[src/rtl/aes_axis_block_receiver.sv]
// aes_axis_block_receiver
//   Sink for the AES core's 128-bit AXI-Stream output. Blocks ({tlast, tdata})
//   are buffered in a DEPTH-entry FIFO and serialised MS word first into a
//   32-bit read port. Accepted blocks and frames are counted, and the FIFO
//   fill state is reported in status_register.
//
//   Optional feature macro: AXIS_RX_PROTOCOL_CHECK_EN
//     defined   : sticky proto_err (status bit 2) flags a stalled transfer
//                 whose tvalid drops or whose tdata/tlast change before the
//                 handshake completes.
//     undefined : checker absent, status bit 2 reads 0.
//
//   Handshake semantics: a block transfers on a rising edge where
//   s_axis_tvalid && s_axis_tready (and clear is low). s_axis_tready is a
//   register derived from the FIFO level only, so there is no combinational
//   path from tvalid or rd_en to tready. On the read side a word is consumed
//   on a rising edge where rd_valid && rd_en; rd_en is ignored while
//   rd_valid is low.
module aes_axis_block_receiver #(
  parameter int DEPTH     = 16,
  parameter int CNT_WIDTH = 32
) (
  input  logic                 clk,
  input  logic                 rst,
  input  logic                 clear,
  input  logic                 s_axis_tvalid,
  output logic                 s_axis_tready,
  input  logic                 s_axis_tlast,
  input  logic [127:0]         s_axis_tdata,
  input  logic                 rd_en,
  output logic                 rd_valid,
  output logic [31:0]          rd_data,
  output logic                 rd_last,
  output logic [CNT_WIDTH-1:0] blk_count,
  output logic [31:0]          status_register
);

  localparam int AW = (DEPTH > 1) ? $clog2(DEPTH) : 1;
  localparam int LW = $clog2(DEPTH + 1);

  // FIFO storage and control
  logic [128:0]   mem [DEPTH];
  logic [AW-1:0]  wr_ptr;
  logic [AW-1:0]  rd_ptr;
  logic [LW-1:0]  level;
  logic [LW-1:0]  level_next;
  logic           tready_q;
  logic           fifo_empty;
  logic           fifo_full;

  // Serialiser: current word always sits in ser_data[127:96]
  logic [127:0]   ser_data;
  logic           ser_last;
  logic [1:0]     ser_idx;
  logic           ser_valid;

  // Counters and checker flag
  logic [CNT_WIDTH-1:0] blk_cnt;
  logic [15:0]          frame_cnt;
  logic                 proto_err;

  // Per-cycle events
  logic push;
  logic rd_pop;
  logic load;

  assign fifo_empty = (level == '0);
  assign fifo_full  = (level == LW'(DEPTH));

  // Event decode: clear and rst suppress every state-changing event
  always_comb begin
    push   = s_axis_tvalid && tready_q && !clear && !rst;
    rd_pop = rd_en && ser_valid && !clear && !rst;
    load   = !fifo_empty && !clear && !rst &&
             (!ser_valid || (rd_pop && (ser_idx == 2'd3)));
  end

  // Next FIFO level: a push and a load on the same edge cancel out
  always_comb begin
    level_next = level;
    if (push && !load) begin
      level_next = level + LW'(1);
    end else if (!push && load) begin
      level_next = level - LW'(1);
    end
  end

  // FIFO data array (no reset needed, contents qualified by level)
  always_ff @(posedge clk) begin
    if (push) begin
      mem[wr_ptr] <= {s_axis_tlast, s_axis_tdata};
    end
  end

  // FIFO pointers, level and the registered ready flag
  always_ff @(posedge clk) begin
    if (rst) begin
      wr_ptr   <= '0;
      rd_ptr   <= '0;
      level    <= '0;
      tready_q <= 1'b0;
    end else if (clear) begin
      wr_ptr   <= '0;
      rd_ptr   <= '0;
      level    <= '0;
      tready_q <= 1'b1;
    end else begin
      if (push) begin
        wr_ptr <= wr_ptr + AW'(1);
      end
      if (load) begin
        rd_ptr <= rd_ptr + AW'(1);
      end
      level    <= level_next;
      tready_q <= (level_next != LW'(DEPTH));
    end
  end

  // Serialiser: load a fresh block when idle or as word 3 leaves, else shift
  always_ff @(posedge clk) begin
    if (rst || clear) begin
      ser_data  <= '0;
      ser_last  <= 1'b0;
      ser_idx   <= 2'd0;
      ser_valid <= 1'b0;
    end else if (load) begin
      ser_data  <= mem[rd_ptr][127:0];
      ser_last  <= mem[rd_ptr][128];
      ser_idx   <= 2'd0;
      ser_valid <= 1'b1;
    end else if (rd_pop) begin
      ser_data <= {ser_data[95:0], 32'h0};
      ser_idx  <= ser_idx + 2'd1;
      if (ser_idx == 2'd3) begin
        ser_valid <= 1'b0;
      end
    end
  end

  // Block and frame counters, both wrap naturally
  always_ff @(posedge clk) begin
    if (rst || clear) begin
      blk_cnt   <= '0;
      frame_cnt <= '0;
    end else if (push) begin
      blk_cnt <= blk_cnt + CNT_WIDTH'(1);
      if (s_axis_tlast) begin
        frame_cnt <= frame_cnt + 16'd1;
      end
    end
  end

`ifdef AXIS_RX_PROTOCOL_CHECK_EN
  logic         stall_q;
  logic [127:0] held_data;
  logic         held_last;

  // Protocol checker: a stalled beat must be held unchanged until accepted
  always_ff @(posedge clk) begin
    if (rst || clear) begin
      stall_q   <= 1'b0;
      held_data <= '0;
      held_last <= 1'b0;
      proto_err <= 1'b0;
    end else begin
      if (stall_q && (!s_axis_tvalid || (s_axis_tdata != held_data) ||
                      (s_axis_tlast != held_last))) begin
        proto_err <= 1'b1;
      end
      stall_q   <= s_axis_tvalid && !tready_q;
      held_data <= s_axis_tdata;
      held_last <= s_axis_tlast;
    end
  end
`else
  assign proto_err = 1'b0;
`endif

  assign s_axis_tready   = tready_q;
  assign rd_valid        = ser_valid;
  assign rd_data         = ser_data[127:96];
  assign rd_last         = ser_valid && ser_last && (ser_idx == 2'd3);
  assign blk_count       = blk_cnt;
  assign status_register = {frame_cnt, 8'(level), 5'b0, proto_err, fifo_full, fifo_empty};

endmodule

[config.mk]
export PLATFORM = sky130hd
export DESIGN_NAME = aes_axis_block_receiver
export DESIGN_NICKNAME = d
export VERILOG_FILES = /design/src/rtl/aes_axis_block_receiver.sv
export SDC_FILE = /design/constraint.sdc
export NUM_CORES = 2
export LEC_CHECK = 0
export ABC_AREA = 1
export CAP_MARGIN = 20
export CELL_PAD_IN_SITES_DETAIL_PLACEMENT = 0
export CELL_PAD_IN_SITES_GLOBAL_PLACEMENT = 2
export CORE_MARGIN = 3
export CORE_UTILIZATION = 39
export CTS_CLUSTER_SIZE = 8
export DETAILED_ROUTE_END_ITERATION = 8
export HOLD_SLACK_MARGIN = 0.05
export PLACE_DENSITY_LB_ADDON = 0.15
export SKIP_CTS_REPAIR_TIMING = 1
export SYNTH_ARGS = -nofsm -noshare
export SYNTH_HDL_FRONTEND = slang
export SYNTH_SLANG_ARGS = --single-unit
export TNS_END_PERCENT = 1
[constraint.sdc]
create_clock -name clk -period 8.2 [get_ports clk]
set_input_delay 1.64 -clock clk [delete_from_list [all_inputs] [get_ports clk]]
set_output_delay 1.64 -clock clk [all_outputs]
set_load 0.01 [all_outputs]
# Yosys cells after proc, flatten, opt, wreduce, memory -nomap -nowiden
# Memories as Yosys holds them, arrays and structs flattened. A register that Yosys moved wholly into a read port is not among the register bits.
# Index checks and enable logic that the tools add are counted.
word_totals:
  reg_bits: 194
  ramBits: 2064
  inputBits: 134
  out_inout_bits: 99
  elab_cells: 62
  n_memories: 1
op_classes:
  add_sub_neg: 7
  eq_ne: 3
  n_mux: 12
  reduce_logical: 29
memory_table:
  columns: ["name", "words", "width", "rd", "rd_ports_with_merged_regs", "wr", "line_no", "text"]
  rows:
  - ["mem", 16, 129, 1, 1, 1, "42", "logic [128:0] mem [DEPTH];"]
ops:
  columns: ["cell", "n"]
  rows:
  - ["$mux W128", 2]
  - ["$add A32 B1 Y32 const B", 1]
  - ["$add A16 B1 Y16 const B", 1]
  - ["$logic_and A1 B1 Y1", 14]
  - ["$mux W5", 2]
  - ["$add A4 B1 Y4 const B", 2]
  - ["$mux W4", 2]
  - ["$logic_not A1 Y1", 6]
  - ["$mux W1", 6]
  - ["$add A5 B1 Y5 const B", 1]
  - ["$eq A5 B5 Y1 const B", 1]
  - ["$logic_not A5 Y1", 1]
  - ["$ne A5 B5 Y1 const B", 1]
  - ["$sub A5 B1 Y5 const B", 1]
  - ["$reduce_and A2 Y1", 2]
  - ["$reduce_bool A2 Y1", 2]
  - ["$reduce_or A2 Y1", 2]
  - ["$add A2 B1 Y2 const B", 1]
  - ["$eq A2 B2 Y1 const B", 1]
  - ["$logic_or A1 B1 Y1", 2]

# Longest topological paths before layout
depth:
  word_depth: 11
  ltp_mapped: 14
  depth_no_buf: 14

# Worst setup path after synthesis
# No wires, ideal clock.
synth_path:
  path_kind: "input port to flip-flop"
  from: "input port s_axis_tvalid"
  to: "memory mem[0][0] (enable)"
  setup_ns: 0.619
  arrival_time_ns: 7.837
  required_time_ns: 7.581
  path_slack_ns: -0.257
  path_stages: 6
  path_buffers: 2
  cell_sequence: "nand2_1 -> buf_2 -> nor2_2 -> clkbuf_1 -> nand2_1 -> nor2_1"
synth_via:
  elab_chain_len: 5
synth_rtl:
  columns: ["item", "line_no", "text"]
  rows:
  - ["from (decl)", "26", "input logic s_axis_tvalid,"]
  - ["$logic_and A1 B1 Y1 (3 in series)", "72", "push = s_axis_tvalid && tready_q && !clear && !rst;"]
  - ["$mux W1", "90", "if (push) begin"]
  - ["$mux W1 (implied by the code)", "91", "mem[wr_ptr] <= {s_axis_tlast, s_axis_tdata};"]
  - ["to (decl)", "42", null]
# Every way passes these cells.

# Worst setup path in the final report
layout_path:
  from: "input port rst"
  to: "register ser_data[19]"
layout_via:
  elab_chain_len: 6
  word_cells_on_any_way: 9
  cone_classes: "mux (1); reduce/logical (8)"
layout_rtl:
  columns: ["item", "line_no", "text"]
  rows:
  - ["from (decl)", "24", "input logic rst,"]
  - ["$logic_not A1 Y1", "73, 74", null]
  - ["$logic_and A1 B1 Y1", "73", "rd_pop = rd_en && ser_valid && !clear && !rst;"]
  - ["$logic_and A1 B1 Y1", "75", "(!ser_valid || (rd_pop && (ser_idx == 2'd3)));"]
  - ["$logic_or A1 B1 Y1", "75", null]
  - ["$logic_and A1 B1 Y1", "74", "load = !fifo_empty && !clear && !rst &&"]
  - ["$mux W128 or $reduce_bool A2 Y1 (tied branches)", null, null]
  - ["to (signal assigned)", "127", "ser_data <= mem[rd_ptr][127:0];"]
  - ["to (signal assigned)", "132", "ser_data <= {ser_data[95:0], 32'h0};"]
  - ["to (decl)", "52", "logic [127:0] ser_data;"]
# Several ways; a longest one is shown, not always the timed one.
# A chain may end at the register's enable or synchronous reset.

==> impl_metrics.ini <==
[placed_design]
io_buffers = 223
dpl.hpwl_um = 147200
gp_congestion = 0.7794
post-place-cells = 9931

[sta]
worst_slew_pin_slew_ns = 1.161
final-setup-viol-count = 0
finalClockSkew_ns = 0.05929
finalHoldViolCount = 0
layout_min_cycle_time_ns = 4.175
drv_slew = 0
max_freq_mhz = 239.5
timing.final.crit_share = 0.5092
rsz0062_at_grt = false
slew_headroom = 0.2263
whs_ns = 0.4652

[die]
placementRows = 174
io_pins = 233
initial_core_util = 0.3939
die_y_um = 483.5
core_um2 = 225800
die_w_um = 483.5
dieArea_um2 = 233800

[setup_path]
r2r-end = ser_data[33]
cp.required_ns = 9.01
start_kind = primary input
crit_type = in -> reg
worst-path-max-fanout = 77
ff2ff_path_depth = 7
worstPathArrival_ns = 4.98
reg2reg_setup_slack_ns = 4.52
critPathCaptureType = flop

[min_path]
holdCritStartpoint = ser_data[1]
min_path_cells = 2
hp-class = reg -> reg
hold_path_end = ser_data[1]

[global_route]
antenna_found_initial = 29
overflow = 0
grt_max_degree = 191
track_usage = 0.2360
grt_pass1_vias = 56190
grt_pass1_wl_um = 408000

[synthesis]
synth_seq_area_share = 0.7415
synth.largest_area_cell = edfxtp_1
synth.most_common_cell = edfxtp_1
synthCells = 7149
ys_types = 49
synth_area_um2 = 88930
synth.avg_cell_area_um2 = 12.44
yosys_warnings = 0
synth_top_cells_by_count = edfxtp_1 (2,064), nor2_1 (973), nand2_1 (935)
async_reset_ff_frac = 0
synth-seq-cells = 2262
synthFlopType = edfxtp_1
synth_edf_count = 2064
synth_area_leaders = edfxtp_1 (70%), o21ai_0 (4.7%), dfxtp_1 (4.5%), nor2_1 (4.1%), nand2_1 (3.9%)
synth_top_area_frac = 0.6970

[pwr]
p_total_mw = 25.18
internal-power_mw = 20.18
peakVddDrop_v = 0.0002062
leakagePower_nw = 33.88
p_clk_frac = 0.484
switching_power_mw = 5.001
swShare = 0.1986
combPwrFrac = 0.015
p_seq_frac = 0.501
power_density_nw_per_um2 = 245.0

[route]
num_vias = 58220
wl_per_cell_um = 27.19
viasPerCell = 5.602
ant_nets = 0
route.detailed.drc = 0
drt_pass1_iterations = 5
drt_iter0_drc = 5191
finalWirelength_um = 282600

[layout]
postLayoutCoreUtil = 0.4553
nFillCells = 20280
stdcell_count = 10390
drive_above_1_share = 0.06704
area.growth.synth_to_final_pct = 15.60
nets = 7419

[cts]
cts_root_buffer = clkbuf_16
cts.sinks = 2262
cts_buffers = 333
clockBufferDepth = 4
cts_tree = yes
htreeDepth = 5
clk_latency_ns = 0.92
clk_pin_slew_worst_paths_ns = 0.05

[job]
maxCapViolations = 0

[run_status]
status = completed
==> critical path, stage by stage <==
cell             delay [ns]
clkdlybuf4s50_1        0.49
nor2_4                 0.27
nand3_1                0.11
nand2_1                0.22
nand2_4                0.38
inv_6                  0.75
buf_4                  0.62
nand3_1                0.19
a21oi_1                0.15
==> metal layers <==
layer	wire, µm	vias to the layer above	global-route usage
li1	-	26300	-
met1	126400	29610	0.3348
met2	132900	1868	0.3789
met3	16050	431	0.03495
met4	7210	8	0.06558
met5	63	-	0
==> area by class of cell <==
cell class | count | area, µm² | area share
Sequential cell | 2262 | 65960 | 0.6416
Multi-Input combinational cell | 4257 | 20190 | 0.1964
Clock buffer | 438 | 8929 | 0.08686
Tap cell | 2992 | 3744 | 0.03642
Timing Repair Buffer | 319 | 3416 | 0.03323
Inverter | 101 | 416.7 | 0.004053
Clock inverter | 7 | 100.1 | 0.0009737
Antenna cell | 16 | 40.04 | 0.0003895
==> sequential cells by signal, summed over array words and instances (netlist names), named ones only <==
name and flops:
level 5, mem 2064, wr_ptr 4, ser_last 1, blk_count 32, ser_data 128, s_axis_tready 1, rd_valid 1
ser_idx 2, frame_cnt 16, rd_ptr 4
==> power groups by stage <==
stage / registers, mW / clock network, mW / logic [mW]
2_1_floorplan: 12.8 / 0 / 0.0865
5_1_grt: 12.6 / 12.9 / 0.399
3_3_place_gp: 12.8 / 0 / 0.368
6_report: 12.6 / 12.2 / 0.366
4_1_cts: 12.6 / 12.5 / 0.374
3_5_place_dp: 12.8 / 0 / 0.373
==> cell families (layout without fill, tap and decap cells) <==
family / count (synthesis) / count (layout) / synth area share
XOR/XNOR: 21 / 21 / 0.002068
buffers and inverters: 638 / 865 / 0.03335
adder cells (fa/ha/maj): 11 / 11 / 0.001548
flip-flops: 2262 / 2262 / 0.7415
AO/OA/AOI/OAI: 1636 / 1636 / 0.1019
other: 1 / 25 / 0.00004217
AND/OR/NAND/NOR: 2580 / 2580 / 0.1196
==> per-stage QoR <==
stage | setup slack (ns) | instance area, µm² | TNS, ns
6_report | 4.025 | 102800 | 0
2_1_floorplan | -0.2566 | 88960 | -467.05
3_3_place_gp | 3.034 | 93650 | 0
5_1_grt | 3.867 | 102800 | 0
4_1_cts | 4.011 | 102800 | 0
3_5_place_dp | 3.130 | 93730 | 0
==> cell usage in the layout (no fill, tap or decap), drive strengths merged, types with 15 or more instances in the layout <==
master,n
edfxtp,2064
a31oi,50
clkbuf,438
o21ai,960
a21o,27
xor2,15
inv,103
o22ai,392
clkdlybuf4s50,223
dfxtp,198
buf,96
nor2,983
o221ai,37
a21oi,132
diode,16
nand2,941
nand3,612
==> worst max path at each step <==
stage                   from      endpoint  slack, ns
2_1_floorplan  s_axis_tvalid     mem[0][0]      -0.26
3_3_place_gp   s_axis_tvalid    mem[7][15]       3.03
3_5_place_dp             rst  ser_data[99]       3.13
4_1_cts           ser_idx[0]       rd_last       4.01
5_1_grt                  rst   ser_data[2]       3.87
6_report                 rst  ser_data[19]       4.02
Note: power is estimated with default switching activity, not from simulation.
